===== config.mk =====
export PLATFORM = sky130hd
export DESIGN_NAME = pp_align_normalizer
export DESIGN_NICKNAME = d
export VERILOG_FILES = /design/src/rtl/pp_align_normalizer.sv
export SDC_FILE = /design/constraint.sdc
export NUM_CORES = 1
export LEC_CHECK = 0
export ABC_AREA = 1
export CAP_MARGIN = 0
export CORE_UTILIZATION = 35
export CTS_BUF_LIST = sky130_fd_sc_hd__clkbuf_4
export CTS_CLUSTER_DIAMETER = 200
export CTS_CLUSTER_SIZE = 40
export DETAILED_ROUTE_END_ITERATION = 7
export PLACE_DENSITY = 0.51
export REMOVE_ABC_BUFFERS = 1
export SLEW_MARGIN = 20
export SYNTH_ARGS = -nofsm -noshare
export SYNTH_HDL_FRONTEND = slang
export SYNTH_SLANG_ARGS = --single-unit

===== constraint.sdc =====
create_clock -name clk -period 7.78 [get_ports clk]
set_input_delay 1.556 -clock clk [delete_from_list [all_inputs] [get_ports clk]]
set_output_delay 1.556 -clock clk [all_outputs]
set_load 0.05 [all_outputs]

===== src/rtl/pp_align_normalizer.sv =====
// pp_align_normalizer: aligns nine signed partial products to exp_max, sums them and renormalizes to {sign, exp[3:0], mant[2:0]}.
// Ports: clk/rst (sync, active-high); in_valid/in_ready with signed_pp_in, exp_in (nine 5-bit lanes, lane 0 in the MSBs),
// exp_max_in, exp_bias_in; out_valid/out_ready with out_data, out_sat (exponent > 15) and out_flush (exponent < 0).
// Three stages (align, sum, normalize) share one stall: en = !out_valid || out_ready.
// Define SD4_ROUND_NEAREST_EN to round the mantissa to nearest-even instead of truncating it.
module pp_align_normalizer #(
  parameter int GUARD = 4
) (
  input  logic        clk,
  input  logic        rst,
  input  logic        in_valid,
  output logic        in_ready,
  input  logic [44:0] signed_pp_in,
  input  logic [44:0] exp_in,
  input  logic [4:0]  exp_max_in,
  input  logic [4:0]  exp_bias_in,
  output logic        out_valid,
  input  logic        out_ready,
  output logic [7:0]  out_data,
  output logic        out_sat,
  output logic        out_flush
);
  localparam int SUM_W = GUARD + 9;
  localparam int MAG_W = GUARD + 4;
  localparam int P_W = $clog2(SUM_W);
`ifdef SD4_ROUND_NEAREST_EN
  localparam bit RND = 1'b1;
`else
  localparam bit RND = 1'b0;
`endif
  logic en, va, vb, neg, c, sat, flush;
  logic [4:0] pp [9];
  logic [4:0] sh [9];
  logic [MAG_W-1:0] mag [9];
  logic signed [SUM_W-1:0] ta_d [9];
  logic signed [SUM_W-1:0] ta [9];
  logic signed [SUM_W-1:0] sum_d, sb;
  logic [4:0] ea, ba, eb, bb;
  logic [SUM_W-1:0] m, norm;
  logic [P_W-1:0] p;
  logic [2:0] mant, mr;
  logic signed [7:0] e, er;
  logic [7:0] od;
  assign en = !out_valid || out_ready;
  assign in_ready = en;
  always_comb begin
    for (int k = 0; k < 9; k++) begin
      pp[k] = signed_pp_in[44-5*k -: 5];
      sh[k] = exp_max_in - exp_in[44-5*k -: 5];
      mag[k] = sh[k] >= 5'(MAG_W) ? '0 : {pp[k][3:0], {GUARD{1'b0}}} >> sh[k];
      ta_d[k] = pp[k] == 5'd0 ? '0 : pp[k][4] ? -SUM_W'(mag[k]) : SUM_W'(mag[k]);
    end
  end
  always_comb begin
    sum_d = '0;
    for (int k = 0; k < 9; k++) sum_d = sum_d + ta[k];
  end
  // norm puts the leading one of |sum| in its MSB, so the mantissa and the
  // round bits sit at fixed positions; a zero sum leaves the MSB clear.
  always_comb begin
    neg = sb[SUM_W-1];
    m = neg ? -sb : sb;
    p = '0;
    for (int i = 0; i < SUM_W; i++) if (m[i]) p = P_W'(i);
    norm = m << (P_W'(SUM_W - 1) - p);
    mant = norm[SUM_W-2 -: 3];
    e = 8'(eb) + 8'(p) - 8'(GUARD + 3) - 8'(bb);
    {c, mr} = {1'b0, mant} + 4'(RND && norm[SUM_W-5] && (|norm[SUM_W-6:0] || mant[0]));
    er = e + 8'(c);
    sat = norm[SUM_W-1] && er > 8'sd15;
    flush = norm[SUM_W-1] && er < 8'sd0;
    od = sat ? {neg, 7'h7F} : (!norm[SUM_W-1] || flush) ? 8'h00 : {neg, er[3:0], mr};
  end
  always_ff @(posedge clk) begin
    if (rst) begin
      va <= 1'b0;
      vb <= 1'b0;
      out_valid <= 1'b0;
      ta <= '{default: '0};
      ea <= '0;
      ba <= '0;
      eb <= '0;
      bb <= '0;
      sb <= '0;
      out_data <= 8'h00;
      out_sat <= 1'b0;
      out_flush <= 1'b0;
    end else if (en) begin
      va <= in_valid;
      ta <= ta_d;
      ea <= exp_max_in;
      ba <= exp_bias_in;
      vb <= va;
      sb <= sum_d;
      eb <= ea;
      bb <= ba;
      out_valid <= vb;
      out_data <= od;
      out_sat <= sat;
      out_flush <= flush;
    end
  end
endmodule


; Yosys cells after proc, flatten, opt, wreduce, memory -nomap -nowiden
; Cells that the tools add are included.
[word_totals]
regBits = 163
input_bits = 104
output_inout_bits = 12
[op_classes]
n_addsub = 31
order_cmp = 11
shift = 10
mux = 42
reduce_logical = 15
[op_table]
columns = cell, count
row1 = $mux W13, 19
row2 = $neg A8 Y13, 9
row3 = $add A13 B13 Y13, 8
row4 = $mux W8, 11
row5 = $shr A8 B5 Y8, 9
row6 = $ge A5 B4 Y1 const B, 9
row7 = $logic_not A5 Y1, 9
row8 = $sub A5 B5 Y5, 9
row9 = $mux W4, 11
row10 = $neg A13 Y13, 1
row11 = $shl A13 B4 Y13, 1
row12 = $gt A8 B5 Y1 const B, 1
row13 = $lt A8 B1 Y1 const B, 1
row14 = $sub A7 B6 Y8, 1
row15 = $sub A6 B3 Y7 const B, 1
row16 = $add A5 B4 Y6, 1
row17 = $sub A4 B4 Y4 const A, 1
row18 = $logic_and A1 B1 Y1, 2
row19 = $logic_not A1 Y1, 2
row20 = $logic_or A1 B1 Y1, 2
row21 = $mux W1, 1

; Logic depth before layout (Yosys ltp)
; Gate-level depths: netlist (run 1).
[logic_depth]
word_depth = 22
ltp_mapped = 39

; Worst setup path before layout (run 1)
; OpenSTA, ideal clock, no wires.
[synth_timing]
kind = reg2reg
from = register sb[0]
to = register out_data[1]
setup_time_ns = 0.118
t_arrival_ns = 4.302
required_ns = 7.662
path_slack_ns = 3.360
stages_incl_launch_ff = 39
path_buffers = 1
path_cell_list = dfxtp_1 inv_1 ha_1 inv_1 nand3_1 nand2_1 nand2_1 nand3_1 nand2_1 nand2_1 nand2_1 nand2_1 nand2_1 nand2_1 nand2_4 nand2_2 buf_6 inv_2 [3 not listed] inv_1 fa_1 inv_1 ha_1 nand2_1 o21ai_0 a21oi_1 nor2_1 nor2_1 nand2_1 nand2_1 nor2_1 inv_1 o21ai_0 nand3b_1 nand2_1 nor2_1 nor2_1
[synth_via]
elab_chain_len = 22
elab_cells_between_ends = 27
classes_between = add/sub: 5 / order compare: 2 / shift: 1 / mux: 15 / reduce/logical: 4
[synth_lines]
columns = item, line_no
row1 = start: declaration, 37  ; logic signed [SUM_W-1:0] sum_d, sb;
row2 = start signal: assignment, 94  ; sb <= sum_d;
row3 = $neg A13 Y13, 62  ; m = neg ? -sb : sb;
row4 = $mux W13 (*), 62
row5 = $mux W1, 64  ; for (int i = 0; i < SUM_W; i++) if (m[i]) p = P_W'(i);
row6 = $mux W4 (11 in a row), 64
row7 = $add A5 B4 Y6, 67  ; e = 8'(eb) + 8'(p) - 8'(GUARD + 3) - 8'(bb);
row8 = $sub A6 B3 Y7, 67
row9 = $sub A7 B6 Y8, 67
row10 = $lt A8 B1 Y1, 71  ; flush = norm[SUM_W-1] && er < 8'sd0;
row11 = $logic_and A1 B1 Y1, 71
row12 = $logic_or A1 B1 Y1, 72  ; od = sat ? {neg, 7'h7F} : (!norm[SUM_W-1] || flush) ? 8'h00 : {neg, er[3:0], mr};
row13 = $mux W8, 72
row14 = $mux W8 (*), 72
row15 = end signal: assignment, 85  ; out_data <= 8'h00;
row16 = end signal: assignment, 98  ; out_data <= od;
row17 = end: declaration, 19  ; output logic [7:0] out_data,
; Every way passes the cells marked *; elsewhere a longest branch is shown, timed or not.
; A chain may end at the register's enable or synchronous reset.

; Worst setup path after layout (run 1)
[layout_timing]
from = register sb[0]
to = register out_data[2]
; Same word-level chain as after synthesis.

==> flow_summary.json, run 1 <==
{
  "drt_iter0_drc": 528,
  "crit_path_start_kind": "flop",
  "grt_use_total": 0.184,
  "rsz0062_at_grt": "no",
  "min_path_type": "reg -> reg",
  "status": "finished, final reports clean",
  "drive_gt1_frac": 0.0809,
  "clockBufferDepth": 2,
  "ir_drop_mv": 0.182,
  "fin_crit_ps": 5230,
  "place.port_buffers": 115,
  "wirelength_um": 36400,
  "yosys_most_used_dff": "dfxtp_1",
  "ys_seq_area_frac": 0.217,
  "ant_nets": 0,
  "power_leakage_nw": 7.48,
  "ctsResizeCount": 0,
  "cellPowerDensity_nw_per_um2": 326,
  "cts_tree": "done",
  "cts.reportedPaths.clkPinSlew_ps": 160,
  "io_pins": 116,
  "yosysUniqueCellTypes": 53,
  "netlist.area_leader.share": 0.217,
  "stdcell_count": 2616,
  "power_w": 0.00523,
  "ctsHoldBuffers": 0,
  "synth_edf_count": 0,
  "placed_cells": 2583,
  "report.final.slew_viol_count": 0,
  "cap_violations": 0,
  "synth_area_um2": 14200,
  "dpl-instance-area_um2": 15800,
  "grt_first_pass_wirelength_um": 61100,
  "cpMaxStageDelayCell": "fa_1",
  "die_h_um": 203,
  "initial_core_util": 0.356,
  "post-cts-setup-buffers": 0,
  "max_freq_mhz": 191,
  "vias": 12600,
  "fin_worst_skew_ps": 35.3,
  "cts.htree.levels": 4,
  "cts_inserted_buffers": 17,
  "die_width_um": 203,
  "antenna_found_initial": 2,
  "relSlewSlack": 0.289,
  "grt_pass1_vias": 12200,
  "core_area_um2": 39900,
  "finish.instance_area_um2": 16100,
  "hold_viol": 0,
  "synth_cells": 2003,
  "final_nets": 2348,
  "syn_area_per_cell_um2": 7.09,
  "viasPerCell": 4.82,
  "cts-root-buf": "clkbuf_4",
  "critPathKind": "reg -> reg",
  "grt_max_degree": 86,
  "tightest_slew_ps": 1070,
  "area_growth_pct": 13.0,
  "gp_congestion": 0.849,
  "crit_path_max_incr_delay_ps": 470,
  "finalSetupViolCount": 0,
  "synthArstFlopShare": 0,
  "crit_buf_inv": 7,
  "yosysTopAreaCell": "dfxtp_1",
  "wl_per_cell_um": 13.9,
  "critPathMaxFanout": 13,
  "crit_family": "simple AND/OR/NAND/NOR gates",
  "drtPass1Iterations": 5,
  "drc": 0,
  "crit_arrival_ps": 5710,
  "synth_most_common_cell": "nand2_1",
  "grt.overflow.total": 0,
  "end_kind": "flop",
  "crit_top_cell": "nand2_1",
  "die_area_um2": 41400,
  "fin_crit_sh": 0.673,
  "synthTopCellsByCount": "539 x nand2_1, 219 x inv_1, 176 x nand3_1",
  "required_ps": 8260,
  "yosys_warnings": 0,
  "cts.sinks": 154,
  "clkLatencyLatePin_ps": 580,
  "synthTopCellsByArea": "dfxtp_1 22%, nand2_1 14%, fa_1 13%",
  "synth_seq_cells": 154,
  "rows": 73,
  "dpl.hpwl_um": 28900
}
## sequential cells by signal, indices dropped and copies added (netlist names)
register   count
out_valid      1
ba             5
bb             5
out_sat        1
va             1
ta           108
ea             5
sb            13
out_flush      1
eb             5
out_data       8
vb             1
## logic make-up (layout without fill, tap and decap cells)
family	Yosys count	count (layout)	synth area share
simple gates	973	973	0.304
compound gates	322	322	0.127
buf+inv	304	391	0.0840
fa+ha+maj	167	167	0.195
flops	154	154	0.217
xor+xnor	82	82	0.0714
mux	1	1	0.000705
other cells	0	1	0
## routing by layer
metal	vias to the layer above	share of wire	track usage
met5	-	0	0
met1	5811	0.48	0.247
met3	18	0.028	0.0217
met2	150	0.48	0.319
li1	6624	-	-
met4	0	0.0083	0.0322
## power breakdown
group,internal (W),switching (W)
clock,0.000151,0.000361
combinational,0.00142,0.00227
sequential,0.000920,0.000108
total,0.00249,0.00273
## final timing paths
check                           from                        to  slack (ps)  cells after the start
setup / recovery  sb[0]$_SDFFE_PP0P_  out_data[2]$_SDFFE_PP0P_        2550                     37
setup reg to reg  sb[0]$_SDFFE_PP0P_  out_data[2]$_SDFFE_PP0P_        2550                     37
hold / removal    eb[0]$_SDFFE_PP0P_        eb[0]$_SDFFE_PP0P_         470                      2
hold reg to reg   eb[0]$_SDFFE_PP0P_        eb[0]$_SDFFE_PP0P_         470                      2
## metrics by stage
stage                     hold WS [ps]  worst slack, ps  utilization  TNS, ps
after detailed placement           452             2320        0.395        0
after global routing               503             1920        0.402        0
final                              471             2550        0.402        0
after CTS                          472             2500        0.402        0
after floorplan                    438            -2740            -  -230660
after global placement             449             2390        0.395        0
## worst reg2reg max path, delay by kind of cell, from the launching register on
kind,cells,cell delay (ps)
buf+inv,7,610
flops,1,410
simple gates,22,2210
compound gates,3,530
fa+ha+maj,5,1380
## final cells by class
cell class                 count  area (µm²)
timing repair buffer         122        1200
inverter                     237         891
clock inverter                15         163
antenna                        1        2.50
sequential                   154        3080
multi-input combinational   1545        9930
fill                        4268       23900
tap                          525         657
clock buffer                  17         128
## placed cells by master (no fill, tap or decap), types with 5 or more instances in the layout
master,instances
nand2_1,539
inv_1,219
nand3_1,176
a21oi_1,165
dfxtp_1,154
nor2_1,142
clkdlybuf4s50_1,113
fa_1,91
o21ai_0,79
ha_1,76
xor2_1,38
xnor2_1,27
o21ai_1,25
nand2_2,23
nand4_1,19
o211ai_1,17
clkbuf_4,17
nor2_2,15
inv_2,15
nand3_2,13
nor2_4,12
xnor2_4,10
nor3_1,9
nand3b_1,9
a21oi_2,8
buf_4,8
nor3_2,7
inv_6,6
xor2_4,5
o21ai_2,5
o22ai_2,5
inv_8,5
Note: power is estimated with default switching activity, not from simulation.
==> run 2, diff against run 1 <==
==> constraint.sdc (replaced) <==
create_clock -name clk -period 5.25 [get_ports clk]
set_input_delay 1.05 -clock clk [delete_from_list [all_inputs] [get_ports clk]]
set_output_delay 1.05 -clock clk [all_outputs]
set_load 0.05 [all_outputs]
==> run 2 against run 1 <==
Worst hold slack gained 1.7 ps; global-route usage rose by 0.24 points; routed wire length up 2.1%; combinational power rose by 53%; setup slack lost 1900 ps; total power up 49%; sequential cell count stayed put; final cell count rose by 0.27%; critical path depth unchanged; design area is 0.23% higher; first-iteration DRC count increased by 20%; clock skew is 0.97 ps higher.
==> flow_summary.json, run 2 (synthesis results as in run 1) <==
{
  "whs_path_depth": 2,
  "drive_gt1_frac": 0.0849,
  "dpl-instance-area_um2": 15800,
  "hold_start": "bb[3]$_SDFFE_PP0P_",
  "antenna_found_initial": 5,
  "max_flop_register": "ta",
  "rsz0062_at_grt": "no",
  "finalSetupViolCount": 0,
  "cts.reportedPaths.clkPinSlew_ps": 140,
  "post-cts-setup-buffers": 0,
  "required_ps": 5710,
  "cts_tree": "done",
  "initial_core_util": 0.356,
  "clkLatencyLatePin_ps": 570,
  "fin_worst_skew_ps": 36.3,
  "fin_crit_sh": 0.881,
  "min_path_type": "reg -> reg",
  "cts.sinks": 154,
  "grt_first_pass_wirelength_um": 62000,
  "reg2reg_depth": 37,
  "drt_iter0_drc": 633,
  "setup_tns_ps": 0,
  "reg.largest.list": "ta (108), sb (13), out_data (8)",
  "ctsHoldBuffers": 0,
  "die_width_um": 203,
  "report.final.slew_viol_count": 0,
  "crit_buf_inv": 7,
  "cts.htree.levels": 4,
  "io_pins": 116,
  "stdcell_count": 2623,
  "status": "finished, final reports clean",
  "core_area_um2": 39900,
  "rows": 73,
  "grt.overflow.total": 0,
  "grt_pass1_vias": 12200,
  "hold_end": "bb[3]$_SDFFE_PP0P_",
  "fillerInstances": 4254,
  "final_nets": 2356,
  "critPathKind": "reg -> reg",
  "gp_congestion": 0.885,
  "reg2reg_to": "out_data[2]$_SDFFE_PP0P_",
  "largest_reg_flops": 108,
  "wirelength_um": 37200,
  "setup_ws_ps": 624,
  "cap_violations": 0,
  "vias": 12700,
  "cts-root-buf": "clkbuf_4",
  "die_area_um2": 41400,
  "ant_nets": 0,
  "timing.rr.start": "sb[0]$_SDFFE_PP0P_",
  "finish.instance_area_um2": 16100,
  "area_growth_pct": 13.3,
  "dpl.hpwl_um": 29600,
  "tightest_slew_ps": 968,
  "crit_top_cell": "nand2_1",
  "die_h_um": 203,
  "viasPerCell": 4.83,
  "hold_viol": 0,
  "crit_path_start_kind": "flop",
  "crit_path_max_incr_delay_ps": 470,
  "crit_family": "simple AND/OR/NAND/NOR gates",
  "final_common_cell": "nand2_1",
  "ir_drop_mv": 0.385,
  "cellPowerDensity_nw_per_um2": 485,
  "fin_crit_ps": 4630,
  "grt_max_degree": 88,
  "wl_per_cell_um": 14.2,
  "cpMaxStageDelayCell": "fa_1",
  "drtPass1Iterations": 5,
  "final_cell_mix": "539 x nand2_1, 218 x inv_1, 176 x nand3_1",
  "drc": 0,
  "placed_cells": 2591,
  "relSlewSlack": 0.354,
  "max_freq_mhz": 216,
  "place.port_buffers": 115,
  "critPathMaxFanout": 10,
  "r2r_slack_ps": 620,
  "end_kind": "flop",
  "place_worst_setup_slack_ps": 434,
  "power_w": 0.00781,
  "cts_inserted_buffers": 17,
  "grt_use_total": 0.186,
  "power_leakage_nw": 7.49,
  "clockBufferDepth": 2,
  "crit_arrival_ps": 5080
}
## run 2: changes by cell type in the layout (fill, tap and decap cells not counted), sizes merged
cell      before  now
clkinv         7    6
clkinvlp       0    3
clkbuf        17   18
inv          245  241
buf            9   17
## run 2: where the power goes
group	total (W)	switching [W]	internal [W]
Sequential	0.00151	0.000144	0.00136
Clock	0.000672	0.000468	0.000204
Combinational	0.00563	0.00346	0.00217
Total	0.00781	0.00407	0.00373
## run 2: metal layers
metal  GRT usage  up-vias  share of wire
met5           0        -              0
met2       0.322      182           0.48
met3      0.0235       22          0.031
met1       0.252     5840           0.49
li1            -     6612              -
met4      0.0285        0         0.0082
## run 2: worst max-delay path by stage
| stage | cells past startpoint | from | end | slack, ps |
|---|---|---|---|---|
| 2_1_floorplan | 2 | out_ready | in_ready | -4250 |
| 3_3_place_gp | 37 | sb[0]$_SDFFE_PP0P_ | out_data[2]$_SDFFE_PP0P_ | 540 |
| 3_5_place_dp | 37 | sb[0]$_SDFFE_PP0P_ | out_data[2]$_SDFFE_PP0P_ | 430 |
| 4_1_cts | 37 | sb[0]$_SDFFE_PP0P_ | out_data[2]$_SDFFE_PP0P_ | 410 |
| 5_1_grt | 37 | sb[0]$_SDFFE_PP0P_ | out_data[2]$_SDFFE_PP0P_ | 30 |
| 6_report | 37 | sb[0]$_SDFFE_PP0P_ | out_data[2]$_SDFFE_PP0P_ | 620 |
## run 2: what timing repair did
action,4_1_cts,5_1_grt
endpoints found under the setup margin,0,4
endpoints found under the hold margin,0,0
gates resized for setup,0,3
## run 2: area by class of cell
cell class              count  area (µm²)  share of cell area
diodes                      1        2.50            0.000156
flip-flops and latches    154        3080               0.192
clock buffers              18         135             0.00840
repair buffers            130        1270              0.0789
well taps                 525         657              0.0408
clock inverters            13         111             0.00692
multi-input cells        1545        9940               0.618
inverters                 237         891              0.0554
## run 2: per-stage QoR
stage	util	hold slack (ps)
after floorplan	-	438
after global routing	0.403	494
after CTS	0.403	477
after global placement	0.397	447
after detailed placement	0.397	458
final	0.403	473
## run 2: tightest hold or removal path, stage by stage (launching register included)
cell	delay (ps)
dfxtp_1	320
inv_1	60
a21oi_1	60
==> run 3, diff against run 2 <==
--- a/config.mk
+++ b/config.mk
@@ -12,6 +12,7 @@
 export CTS_CLUSTER_DIAMETER = 200
 export CTS_CLUSTER_SIZE = 40
 export DETAILED_ROUTE_END_ITERATION = 7
+export GPL_ROUTABILITY_DRIVEN = 1
 export PLACE_DENSITY = 0.51
 export REMOVE_ABC_BUFFERS = 1
 export SLEW_MARGIN = 20
==> results of run 3 <==
Same layout as run 2: the final DEF is identical, and so are final timing and power.
